$ cat config.mk
export PLATFORM = sky130hd
export DESIGN_NAME = redmule_clk_ctrl
export DESIGN_NICKNAME = d
export VERILOG_FILES = /design/src/rtl/redmule_clk_ctrl.sv
export SDC_FILE = /design/constraint.sdc
export NUM_CORES = 1
export LEC_CHECK = 0
export BUFFER_PORTS_ARGS = -buffer_cell sky130_fd_sc_hd__buf_4
export CORE_MARGIN = 2
export CORE_UTILIZATION = 23
export CTS_BUF_LIST = sky130_fd_sc_hd__clkbuf_2
export DETAILED_ROUTE_END_ITERATION = 8
export PLACE_DENSITY = 0.35
export SKIP_LAST_GASP = 1
export SLEW_MARGIN = 0
export SYNTH_ARGS = -nofsm -noshare
export SYNTH_HDL_FRONTEND = slang
export SYNTH_SLANG_ARGS = --single-unit
$ cat constraint.sdc
create_clock -name clk_i -period 2.3 [get_ports clk_i]
set_input_delay 0.345 -clock clk_i [delete_from_list [all_inputs] [get_ports clk_i]]
set_output_delay 0.345 -clock clk_i [all_outputs]
set_load 0.01 [all_outputs]
$ cat src/rtl/redmule_clk_ctrl.sv
// redmule_clk_ctrl: clock-enable and wake controller placed in front of the
// RedMulE clock gate and the X-interface issue path. It wakes the gated
// domain on an offload request or while the accelerator is busy. It keeps the
// issue handshake closed until the clock runs, and re-gates after an idle
// window.
// Optional feature: define REDMULE_CLK_CTRL_STATS_EN to add the gated_cycles_o
// statistics counter, which counts cycles spent gated while enabled.

// Elaboration-time parameter range check, kept out of the functional logic.
module redmule_clk_ctrl_param_chk #(
    parameter int unsigned IdleCycles = 16,
    parameter int unsigned WakeCycles = 2,
    parameter int unsigned CntWidth   = 16
);
    localparam longint unsigned CntLimit = 64'd1 << CntWidth;

    if (64'(IdleCycles) >= CntLimit) begin : g_idle_range
        $error("redmule_clk_ctrl: IdleCycles does not fit in CntWidth bits");
    end
    if (64'(WakeCycles) >= CntLimit) begin : g_wake_range
        $error("redmule_clk_ctrl: WakeCycles does not fit in CntWidth bits");
    end
endmodule

module redmule_clk_ctrl #(
    parameter int unsigned IdleCycles = 16,
    parameter int unsigned WakeCycles = 2,
    parameter int unsigned CntWidth   = 16
) (
    input  logic                clk_i,
    input  logic                rst_i,
    input  logic                test_mode_i,
    input  logic                fetch_enable_i,
    input  logic                busy_i,
    input  logic                xif_issue_valid_i,
    output logic                xif_issue_ready_o,
    output logic                xif_issue_valid_o,
    input  logic                xif_issue_ready_i,
    output logic                clk_en_o,
`ifdef REDMULE_CLK_CTRL_STATS_EN
    output logic [CntWidth-1:0] gated_cycles_o,
`endif
    output logic                idle_o
);

    typedef enum logic [1:0] {
        ST_OFF   = 2'd0,
        ST_WAKE  = 2'd1,
        ST_RUN   = 2'd2,
        ST_DRAIN = 2'd3
    } state_e;

    localparam logic [CntWidth-1:0] CntZero  = {CntWidth{1'b0}};
    localparam logic [CntWidth-1:0] CntOne   = {{(CntWidth-1){1'b0}}, 1'b1};
    localparam logic [CntWidth-1:0] IdleLoad = (IdleCycles == 0) ? CntZero : CntWidth'(IdleCycles - 1);
    localparam logic [CntWidth-1:0] WakeLoad = (WakeCycles == 0) ? CntZero : CntWidth'(WakeCycles - 1);

    redmule_clk_ctrl_param_chk #(
        .IdleCycles (IdleCycles),
        .WakeCycles (WakeCycles),
        .CntWidth   (CntWidth)
    ) u_param_chk ();

    state_e              state_r;
    logic [CntWidth-1:0] wake_cnt_r;
    logic [CntWidth-1:0] idle_cnt_r;
    logic                clk_en_r;
    logic                idle_r;
    logic                open_s;
    logic                activity_s;

    // New work for the accelerator: an offload request or a running operation.
    assign activity_s = busy_i | xif_issue_valid_i;

    // Issue path is open only while the clock runs; DFT forces it open.
    assign open_s            = (state_r == ST_RUN) | (state_r == ST_DRAIN) | test_mode_i;
    assign xif_issue_valid_o = xif_issue_valid_i & open_s;
    assign xif_issue_ready_o = xif_issue_ready_i & open_s;
    assign clk_en_o          = clk_en_r | test_mode_i;
    assign idle_o            = idle_r;

    // Power FSM with registered clock enable and idle flag; enable follows the next state.
    always_ff @(posedge clk_i or posedge rst_i) begin
        if (rst_i) begin
            state_r    <= ST_OFF;
            wake_cnt_r <= CntZero;
            idle_cnt_r <= CntZero;
            clk_en_r   <= 1'b0;
            idle_r     <= 1'b1;
        end else begin
            clk_en_r <= 1'b1;
            idle_r   <= 1'b0;
            case (state_r)
                ST_OFF: begin
                    if (fetch_enable_i && activity_s) begin
                        if (WakeCycles == 0) begin
                            state_r <= ST_RUN;
                        end else begin
                            state_r    <= ST_WAKE;
                            wake_cnt_r <= WakeLoad;
                        end
                    end else begin
                        clk_en_r <= 1'b0;
                        idle_r   <= 1'b1;
                    end
                end
                ST_WAKE: begin
                    // A wake always completes, even if fetch_enable_i drops meanwhile.
                    if (wake_cnt_r == CntZero) begin
                        state_r <= ST_RUN;
                    end else begin
                        wake_cnt_r <= wake_cnt_r - CntOne;
                    end
                end
                ST_RUN: begin
                    if (!activity_s) begin
                        // Disabled domain skips the idle window once the work is done.
                        if (!fetch_enable_i || (IdleCycles == 0)) begin
                            state_r  <= ST_OFF;
                            clk_en_r <= 1'b0;
                            idle_r   <= 1'b1;
                        end else begin
                            state_r    <= ST_DRAIN;
                            idle_cnt_r <= IdleLoad;
                        end
                    end else begin
                        state_r <= ST_RUN;
                    end
                end
                ST_DRAIN: begin
                    // Fresh activity wins over an expiring idle window.
                    if (activity_s) begin
                        state_r <= ST_RUN;
                    end else if ((idle_cnt_r == CntZero) || !fetch_enable_i) begin
                        state_r  <= ST_OFF;
                        clk_en_r <= 1'b0;
                        idle_r   <= 1'b1;
                    end else begin
                        idle_cnt_r <= idle_cnt_r - CntOne;
                    end
                end
                default: begin
                    state_r  <= ST_OFF;
                    clk_en_r <= 1'b0;
                    idle_r   <= 1'b1;
                end
            endcase
        end
    end

`ifdef REDMULE_CLK_CTRL_STATS_EN
    logic [CntWidth-1:0] gated_cnt_r;

    // Saturating count of cycles spent gated while the domain is enabled.
    always_ff @(posedge clk_i or posedge rst_i) begin
        if (rst_i) begin
            gated_cnt_r <= CntZero;
        end else if ((state_r == ST_OFF) && fetch_enable_i && (gated_cnt_r != {CntWidth{1'b1}})) begin
            gated_cnt_r <= gated_cnt_r + CntOne;
        end else begin
            gated_cnt_r <= gated_cnt_r;
        end
    end

    assign gated_cycles_o = gated_cnt_r;
`endif

endmodule

==> results of run 1 <==
-- critical path, cell delays in order (launching register included) --
cell	delay, ns
dfrtp_1	0.43
inv_2	0.08
ha_4	0.13
or4b_4	0.47
or4_4	0.48
o2111ai_4	0.26
buf_12	0.16
nor2_1	0.05
o22a_1	0.18
-- how the worst max path moves through the flow --
stage                              start                          to  slack [ns]
5_1_grt        idle_cnt_r[1]$_DFFE_PP0P_  idle_cnt_r[11]$_DFFE_PP0P_       -0.11
3_5_place_dp   idle_cnt_r[1]$_DFFE_PP0P_   idle_cnt_r[3]$_DFFE_PP0P_       -0.05
3_3_place_gp   idle_cnt_r[1]$_DFFE_PP0P_   idle_cnt_r[3]$_DFFE_PP0P_       -0.02
2_1_floorplan  idle_cnt_r[0]$_DFFE_PP0P_   idle_cnt_r[8]$_DFFE_PP0P_       -0.12
6_report       idle_cnt_r[1]$_DFFE_PP0P_   idle_cnt_r[2]$_DFFE_PP0P_       -0.02
4_1_cts        idle_cnt_r[1]$_DFFE_PP0P_   idle_cnt_r[3]$_DFFE_PP0P_       -0.03
-- synth_stat cells (4+ instances only) --
library cell | n | share of area [%]
nand2_1 | 20 | 3.7
dfrtp_1 | 35 | 43
xnor2_1 | 6 | 2.6
nand3_1 | 7 | 1.7
nor4b_1 | 4 | 1.7
or3_1 | 4 | 1.2
nor3_1 | 10 | 2.5
o31ai_1 | 8 | 3.0
clkbuf_1 | 5 | 0.93
xor2_1 | 6 | 2.6
nor2_1 | 32 | 6.0
o21ai_0 | 20 | 5.0
a21oi_1 | 8 | 2.0
inv_1 | 6 | 1.1
nor4_1 | 8 | 2.5
-- kinds of logic after synthesis --
kind of cell | after synthesis | share of synthesized area [%]
AO/OA/AOI/OAI | 54 | 19.1
flip-flops | 36 | 44.7
adder cells (fa/ha/maj) | 3 | 1.86
buffers and inverters | 15 | 3.47
AND/OR/NAND/NOR | 103 | 25.7
XOR/XNOR | 12 | 5.21
-- flip-flops by register name, indices dropped and copies added (netlist names) --
register	count
clk_en_r	1
wake_cnt_r	16
state_r	2
idle_cnt_r	16
idle_o	1
-- power groups by stage --
| stage | clock [mW] | sequential (mW) | combinational [mW] |
|---|---|---|---|
| final | 0.313 | 0.918 | 0.951 |
| after global routing | 0.369 | 0.945 | 1.09 |
| after global placement | 0 | 0.933 | 0.935 |
| after detailed placement | 0 | 0.930 | 0.926 |
| after floorplan | 0 | 0.907 | 0.619 |
| after CTS | 0.338 | 0.918 | 0.944 |
-- area by class of cell --
| type | count | area [um^2] |
|---|---|---|
| fillers | 937 | 6070 |
| repair buffers | 41 | 339 |
| flip-flops and latches | 36 | 902 |
| clock inverters | 3 | 18.8 |
| clock buffers | 5 | 25.0 |
| well taps | 108 | 135 |
| inverters | 6 | 22.5 |
| multi-input cells | 172 | 1080 |
-- through the flow --
step                total power [mW]  utilization (%)  hold slack [ns]
global placement                1.87             27.8            0.494
detailed placement              1.86             27.8            0.476
CTS                             2.20             28.7           0.0127
floorplan                       1.53                -            0.446
finish                          2.18             29.3           0.0191
global route                    2.40             29.3           0.0128
-- what timing repair did --
| item | CTS | global route |
|---|---|---|
| gates resized for setup | 1 | 11 |
| pin swaps | 0 | 4 |
| setup endpoints to repair | 10 | 19 |
| setup buffers | 3 | 3 |
-- per-layer routing --
metal  share of wire, %  routed length [um]  track usage, %
met1                 48                2410            14.1
met5                  0                   0               0
met2                 48                2430            19.1
met3                2.2                 111            2.37
met4                1.5                  76            4.17
==> report_table.html, run 1 <==
<table>
<tr><th>Metric</th><th>Value</th></tr>
<tr><th colspan="2">Worst setup path</th></tr>
<tr><td>Number of cell instances on the worst register-to-register path</td><td>8</td></tr>
<tr><td>Setup slack of the most critical reg-to-reg path</td><td>-0.02 ns</td></tr>
<tr><td>Capture point of the worst reg-to-reg path</td><td>idle_cnt_r[2]$_DFFE_PP0P_</td></tr>
<tr><td>Critical Path Sink Type</td><td>flop</td></tr>
<tr><td>Crit-path max FO</td><td>11</td></tr>
<tr><td>Arrival time at the worst endpoint</td><td>about 2.6 ns</td></tr>
<tr><td>Kind of start point of the critical path</td><td>flop</td></tr>
<tr><td>FF-to-FF Start</td><td>idle_cnt_r[1]$_DFFE_PP0P_</td></tr>
<tr><td>Required time of the worst setup path</td><td>~2.6 ns</td></tr>
<tr><td>Critical Setup Path Class</td><td>flop to flop</td></tr>
<tr><th colspan="2">Pwr</th></tr>
<tr><td>Combinational Power Share</td><td>43.6%</td></tr>
<tr><td>Switching Share</td><td>42.8%</td></tr>
<tr><td>Design internal power</td><td>1.25 mW</td></tr>
<tr><td>Portion of total power attributed to sequential cells</td><td>42.1%</td></tr>
<tr><td>Leak</td><td>~1.1 nW</td></tr>
<tr><td>Worst IR Drop VDD</td><td>approximately 560 uV</td></tr>
<tr><td>Sw power</td><td>0.933 mW</td></tr>
<tr><td>Power density over cell area</td><td>slightly below 900 mW/mm^2</td></tr>
<tr><td>Clock share of power</td><td>around 14%</td></tr>
<tr><th colspan="2">Timing</th></tr>
<tr><td>Final min period</td><td>around 2.3 ns</td></tr>
<tr><td>Setup violations, final</td><td>3</td></tr>
<tr><td>Unrepaired setup endpoints after global routing</td><td>yes</td></tr>
<tr><td>Actual slew at the worst max-slew pin</td><td>0.471 ns</td></tr>
<tr><td>Post-layout worst setup margin</td><td>-0.0210 ns</td></tr>
<tr><td>Setup TNS after final layout</td><td>-0.0484 ns</td></tr>
<tr><td>Headroom to the max-slew limit</td><td>about 68%</td></tr>
<tr><td>Portion of the clock cycle consumed by the worst path in the final layout</td><td>101%</td></tr>
<tr><td>Number of endpoints with negative hold slack in the final report</td><td>0</td></tr>
<tr><td>Worst clock skew</td><td>approximately 0.024 ns</td></tr>
<tr><td>Fmax</td><td>0.431 GHz</td></tr>
<tr><td>Fin. max-slew vios</td><td>0</td></tr>
<tr><th colspan="2">Logic synthesis</th></tr>
<tr><td>Mapped Nets</td><td>~230</td></tr>
<tr><td>Syn Inst Count</td><td>around 220</td></tr>
<tr><td>Post-synthesis sequential area ratio</td><td>about 45%</td></tr>
<tr><td>Number of synthesized flops with an enable pin</td><td>0</td></tr>
<tr><td>Proportion of register bits with asynchronous set or reset after synthesis</td><td>100%</td></tr>
<tr><td>Number of synthesis warnings</td><td>0</td></tr>
<tr><td>Cell area after synthesis</td><td>roughly 0.0020 mm^2</td></tr>
<tr><td>Number of register bits inferred by synthesis</td><td>36</td></tr>
<tr><td>Number of different library cells in the post-synthesis netlist</td><td>44</td></tr>
<tr><td>Syn avg cell area</td><td>slightly above 9 um^2</td></tr>
<tr><td>Predominant post-synthesis flop cell</td><td>dfrtp_1</td></tr>
<tr><th colspan="2">Routing</th></tr>
<tr><td>Wirelength per Cell</td><td>approximately 14 um</td></tr>
<tr><td>Via count normalized by instance count</td><td>4.65</td></tr>
<tr><td>Drt total wl</td><td>roughly 5000 um</td></tr>
<tr><td>Initial DRT Pass Iterations</td><td>4</td></tr>
<tr><td>Post-route ant nets</td><td>0</td></tr>
<tr><td>DRC violation count after routing</td><td>0</td></tr>
<tr><td>Initial detailed-routing violation count</td><td>29</td></tr>
<tr><td>Via count</td><td>~1700</td></tr>
<tr><th colspan="2">GRT</th></tr>
<tr><td>Leftover overflow at the end of global routing</td><td>0</td></tr>
<tr><td>Number of antenna violations at the first check in global routing</td><td>0</td></tr>
<tr><td>Wire length of the first global-routing pass</td><td>roughly 8600 um</td></tr>
<tr><td>Gr usage total</td><td>approximately 11%</td></tr>
<tr><td>Largest net degree at the start of global routing</td><td>37</td></tr>
<tr><td>Vias in the first global route</td><td>about 1800</td></tr>
<tr><th colspan="2">Clocking</th></tr>
<tr><td>Clock tree root driver cell</td><td>clkbuf_2</td></tr>
<tr><td>Clock buffers created by TritonCTS</td><td>5</td></tr>
<tr><td>Clock sinks</td><td>36</td></tr>
<tr><td>Clock tree from TritonCTS</td><td>built</td></tr>
<tr><td>Maximum root-to-sink buffer count</td><td>2</td></tr>
<tr><td>CTS H-tree depth</td><td>2</td></tr>
<tr><td>Clock Latency Late Sink</td><td>0.40 ns</td></tr>
<tr><td>Total of hold buffers inserted after clock tree synthesis</td><td>0</td></tr>
<tr><td>Register clock-pin slew on the reported worst setup and hold paths</td><td>around 0.22 ns</td></tr>
<tr><th colspan="2">Final layout</th></tr>
<tr><td>Total Nets Final</td><td>approximately 270</td></tr>
<tr><td>Final non-filler cell total</td><td>roughly 370</td></tr>
<tr><td>Signed area change from the synthesized netlist to the final layout</td><td>24.8%</td></tr>
<tr><td>Top library cells by usage in the layout, fill and taps aside</td><td>35 x dfrtp_1, 35 x buf_4, 32 x nor2_1</td></tr>
<tr><td>Antenna diode instance count</td><td>0</td></tr>
<tr><td>Share of post-route cells with drive strength above 1</td><td>23.6%</td></tr>
<tr><td>Layout Cell Area excl Fill</td><td>0.00252 mm^2</td></tr>
<tr><th colspan="2">Die</th></tr>
<tr><td>Core ar.</td><td>0.00859 mm^2</td></tr>
<tr><td>Height of the die</td><td>97.7 um</td></tr>
<tr><td>Full die area</td><td>roughly 0.0095 mm^2</td></tr>
<tr><td>Rows</td><td>34</td></tr>
<tr><td>Boundary Pins</td><td>11</td></tr>
<tr><td>Die Span X</td><td>slightly below 100 um</td></tr>
<tr><td>Initial Utilization</td><td>a little under a quarter</td></tr>
<tr><th colspan="2">Placement</th></tr>
<tr><td>Post-placement cell area</td><td>about 0.0024 mm^2</td></tr>
<tr><td>Setup slack at placement</td><td>-0.0545 ns</td></tr>
<tr><td>Routability-driven placement congestion ratio</td><td>between 0.7 and 0.8</td></tr>
<tr><td>Total of buffers placed on input and output ports</td><td>10</td></tr>
<tr><td>Total half-perimeter wirelength after legalization and detailed placement</td><td>between 3000 and 4000 um</td></tr>
<tr><td>Cell count after placement</td><td>~360</td></tr>
<tr><th colspan="2">Status</th></tr>
<tr><td>Outcome</td><td>finished, violations left</td></tr>
<tr><td>Violations in the final reports</td><td>setup timing</td></tr>
<tr><th colspan="2">Flow run</th></tr>
<tr><td>Maximum Capacitance Violations</td><td>0</td></tr>
<tr><th colspan="2">Min path</th></tr>
<tr><td>Worst min-delay path class</td><td>input pin to asynchronous set/reset pin</td></tr>
</table>
Power figures use the tool's default switching activity.
==> run 2, diff against run 1 <==
--- a/config.mk
+++ b/config.mk
@@ -10,9 +10,9 @@
 export CORE_UTILIZATION = 23
 export CTS_BUF_LIST = sky130_fd_sc_hd__clkbuf_2
 export DETAILED_ROUTE_END_ITERATION = 8
+export GPL_TIMING_DRIVEN = 0
 export PLACE_DENSITY = 0.35
 export SKIP_LAST_GASP = 1
-export SLEW_MARGIN = 0
 export SYNTH_ARGS = -nofsm -noshare
 export SYNTH_HDL_FRONTEND = slang
 export SYNTH_SLANG_ARGS = --single-unit
==> report_table.html, run 2 (synthesized netlist as in run 1, its figures left out) <==
<table>
<tr><th>Metric</th><th>Value</th></tr>
<tr><th colspan="2">Status</th></tr>
<tr><td>Outcome</td><td>finished, violations left</td></tr>
<tr><td>Violations in the final reports</td><td>setup timing</td></tr>
<tr><th colspan="2">Worst setup path</th></tr>
<tr><td>Worst path cell trace</td><td>inv_2 &gt; ha_4 &gt; or4b_4 &gt; or4_4 &gt; o2111ai_4 &gt; buf_6 &gt; a21oi_2 &gt; o32a_1</td></tr>
<tr><td>Kind of start point of the critical path</td><td>flop</td></tr>
<tr><td>Required time of the worst setup path</td><td>roughly 2.6 ns</td></tr>
<tr><td>Critical Path Sink Type</td><td>flop</td></tr>
<tr><td>Slowest stage delay, CP</td><td>0.48 ns</td></tr>
<tr><td>FF-to-FF Start</td><td>idle_cnt_r[1]$_DFFE_PP0P_</td></tr>
<tr><td>Slowest CP cell</td><td>or4_4</td></tr>
<tr><td>Arrival time at the worst endpoint</td><td>between 2 and 3 ns</td></tr>
<tr><td>Critical Setup Path Class</td><td>flop to flop</td></tr>
<tr><td>Number of cell instances on the worst register-to-register path</td><td>8</td></tr>
<tr><td>Capture point of the worst reg-to-reg path</td><td>idle_cnt_r[3]$_DFFE_PP0P_</td></tr>
<tr><td>Crit-path max FO</td><td>7</td></tr>
<tr><td>Setup slack of the most critical reg-to-reg path</td><td>-0.07 ns</td></tr>
<tr><th colspan="2">Routing</th></tr>
<tr><td>Drt total wl</td><td>5310 um</td></tr>
<tr><td>Initial DRT Pass Iterations</td><td>4</td></tr>
<tr><td>DRC violation count after routing</td><td>0</td></tr>
<tr><td>Via count normalized by instance count</td><td>4.93</td></tr>
<tr><td>Post-route ant nets</td><td>0</td></tr>
<tr><td>Via count</td><td>between 1500 and 2000</td></tr>
<tr><td>Wirelength per Cell</td><td>14.7 um</td></tr>
<tr><td>Initial detailed-routing violation count</td><td>39</td></tr>
<tr><th colspan="2">Pwr</th></tr>
<tr><td>Leak</td><td>roughly 1.0 nW</td></tr>
<tr><td>Worst IR Drop VDD</td><td>375 uV</td></tr>
<tr><td>Power density over cell area</td><td>slightly below 900 mW/mm^2</td></tr>
<tr><th colspan="2">Final layout</th></tr>
<tr><td>Signed area change from the synthesized netlist to the final layout</td><td>22.9%</td></tr>
<tr><td>Layout Cell Area excl Fill</td><td>approximately 0.0025 mm^2</td></tr>
<tr><td>Final non-filler cell total</td><td>362</td></tr>
<tr><td>Largest registers</td><td>idle_cnt_r: 16 flops, wake_cnt_r: 16 flops, state_r: 2 flops</td></tr>
<tr><td>Count of fill cells added during filler insertion</td><td>928</td></tr>
<tr><td>Antenna diode instance count</td><td>0</td></tr>
<tr><td>Area of the multi-input gates</td><td>0.00114 mm^2</td></tr>
<tr><td>Total Nets Final</td><td>between 200 and 300</td></tr>
<tr><td>Most frequent standard cell in the layout excluding fill and tap cells</td><td>dfrtp_1</td></tr>
<tr><td>Share of post-route cells with drive strength above 1</td><td>23.6%</td></tr>
<tr><td>Top library cells by usage in the layout, fill and taps aside</td><td>35 x dfrtp_1, 31 x nor2_1, 22 x buf_4</td></tr>
<tr><td>Register area</td><td>902 um^2</td></tr>
<tr><th colspan="2">Clocking</th></tr>
<tr><td>Register clock-pin slew on the reported worst setup and hold paths</td><td>between 0.2 and 0.25 ns</td></tr>
<tr><td>Clock Latency Late Sink</td><td>approximately 0.38 ns</td></tr>
<tr><td>Clock tree root driver cell</td><td>clkbuf_2</td></tr>
<tr><td>Clock tree from TritonCTS</td><td>built</td></tr>
<tr><td>Clock sinks</td><td>36</td></tr>
<tr><td>Maximum root-to-sink buffer count</td><td>2</td></tr>
<tr><td>CTS H-tree depth</td><td>2</td></tr>
<tr><td>Clock buffers created by TritonCTS</td><td>5</td></tr>
<tr><th colspan="2">Timing</th></tr>
<tr><td>Post-layout worst setup margin</td><td>-0.0710 ns</td></tr>
<tr><td>Portion of the clock cycle consumed by the worst path in the final layout</td><td>103%</td></tr>
<tr><td>Actual slew at the worst max-slew pin</td><td>0.786 ns</td></tr>
<tr><td>Setup TNS after final layout</td><td>-0.562 ns</td></tr>
<tr><td>Final Hold Slack</td><td>around 0.081 ns</td></tr>
<tr><td>Fin. max-slew vios</td><td>0</td></tr>
<tr><td>Setup violations, final</td><td>15</td></tr>
<tr><td>Number of endpoints with negative hold slack in the final report</td><td>0</td></tr>
<tr><td>Final min period</td><td>2.37 ns</td></tr>
<tr><td>Headroom to the max-slew limit</td><td>47.5%</td></tr>
<tr><td>Unrepaired setup endpoints after global routing</td><td>yes</td></tr>
<tr><td>Worst clock skew</td><td>approximately 0.013 ns</td></tr>
<tr><td>Fmax</td><td>about 0.42 GHz</td></tr>
<tr><th colspan="2">Die</th></tr>
<tr><td>Die Span X</td><td>97.7 um</td></tr>
<tr><td>Height of the die</td><td>between 90 and 100 um</td></tr>
<tr><td>Boundary Pins</td><td>11</td></tr>
<tr><td>Full die area</td><td>~0.0095 mm^2</td></tr>
<tr><td>Rows</td><td>34</td></tr>
<tr><td>Core ar.</td><td>0.00859 mm^2</td></tr>
<tr><td>Initial Utilization</td><td>23.5%</td></tr>
<tr><th colspan="2">GRT</th></tr>
<tr><td>Wire length of the first global-routing pass</td><td>around 9000 um</td></tr>
<tr><td>Largest net degree at the start of global routing</td><td>37</td></tr>
<tr><td>Number of antenna violations at the first check in global routing</td><td>0</td></tr>
<tr><td>Leftover overflow at the end of global routing</td><td>0</td></tr>
<tr><td>Vias in the first global route</td><td>around 1800</td></tr>
<tr><td>Gr usage total</td><td>a little under an eighth</td></tr>
<tr><th colspan="2">Placement</th></tr>
<tr><td>Total half-perimeter wirelength after legalization and detailed placement</td><td>3470 um</td></tr>
<tr><td>Total of buffers placed on input and output ports</td><td>10</td></tr>
<tr><td>Post-placement cell area</td><td>between 0.002 and 0.0025 mm^2</td></tr>
<tr><td>Routability-driven placement congestion ratio</td><td>roughly 0.75</td></tr>
<tr><td>Cell count after placement</td><td>between 300 and 400</td></tr>
<tr><td>Setup slack at placement</td><td>-0.375 ns</td></tr>
<tr><th colspan="2">Flow run</th></tr>
<tr><td>Maximum Capacitance Violations</td><td>0</td></tr>
<tr><th colspan="2">Min path</th></tr>
<tr><td>Worst min-delay path class</td><td>input pin to asynchronous set/reset pin</td></tr>
</table>
[run 2: cell types whose count changed in the layout (fill, tap and decap cells not counted), sizes merged]
cell / previous run / this run
buf: 41 / 27
clkbuf: 5 / 12
clkinv: 3 / 1
[run 2: how the worst max path moves through the flow]
stage	startpoint	to	slack (ns)	cells after the start
finish	idle_cnt_r[1]$_DFFE_PP0P_	idle_cnt_r[3]$_DFFE_PP0P_	-0.07	8
global route	idle_cnt_r[1]$_DFFE_PP0P_	idle_cnt_r[11]$_DFFE_PP0P_	-0.18	8
CTS	idle_cnt_r[1]$_DFFE_PP0P_	idle_cnt_r[8]$_DFFE_PP0P_	-0.1	8
detailed placement	idle_cnt_r[1]$_DFFE_PP0P_	idle_cnt_r[14]$_DFFE_PP0P_	-0.38	10
global placement	idle_cnt_r[0]$_DFFE_PP0P_	idle_cnt_r[8]$_DFFE_PP0P_	-0.40	10
floorplan	idle_cnt_r[0]$_DFFE_PP0P_	idle_cnt_r[8]$_DFFE_PP0P_	-0.12	10
[run 2: critical path: cells and delay by family (launching register included)]
kind | cells | cell delay, ns
AOI/OAI and AO/OA | 3 | 0.54
DFF | 1 | 0.43
buffers and inverters | 2 | 0.23
adders and majority gates | 1 | 0.13
and+or+nand+nor | 2 | 0.95
[run 2: area by class of cell]
cell class | instances | area share (%)
Buffer | 7 | 1.66
Clock buffer | 7 | 1.41
Clock inverter | 1 | 0.202
Inverter | 6 | 0.908
Multi-Input combinational cell | 172 | 46.0
Sequential cell | 36 | 36.4
Tap cell | 108 | 5.45
Timing Repair Buffer | 25 | 8.02
[run 2: repair_timing]
item,4_1_cts,5_1_grt
setup buffers,9,4
gates cloned,1,1
hold buffers,0,0
gates resized for setup,11,14
pin swaps,2,4
setup endpoints to repair,26,27
endpoints found under the hold margin,0,0
[run 2: per-layer routing]
metal	wire, um	vias up	global-route usage (%)
li1	-	868	-
met2	2700	17	20.1
met1	2460	894	14.6
met3	108	5	2.66
met5	0	-	0
met4	51	0	2.78
[run 2: power by group]
| part | total, mW | leakage [nW] | internal [mW] | switching [mW] |
|---|---|---|---|---|
| clock network | 0.316 | 0.0330 | 0.0832 | 0.232 |
| logic | 0.921 | 0.524 | 0.343 | 0.578 |
| registers | 0.939 | 0.465 | 0.780 | 0.158 |
| total | 2.18 | 1.02 | 1.21 | 0.969 |
[run 2: through the flow]
step	util, %	total power, mW
2_1_floorplan	-	1.53
3_3_place_gp	26.2	1.77
3_5_place_dp	26.2	1.76
4_1_cts	27.9	2.14
5_1_grt	28.9	2.34
6_report	28.9	2.18
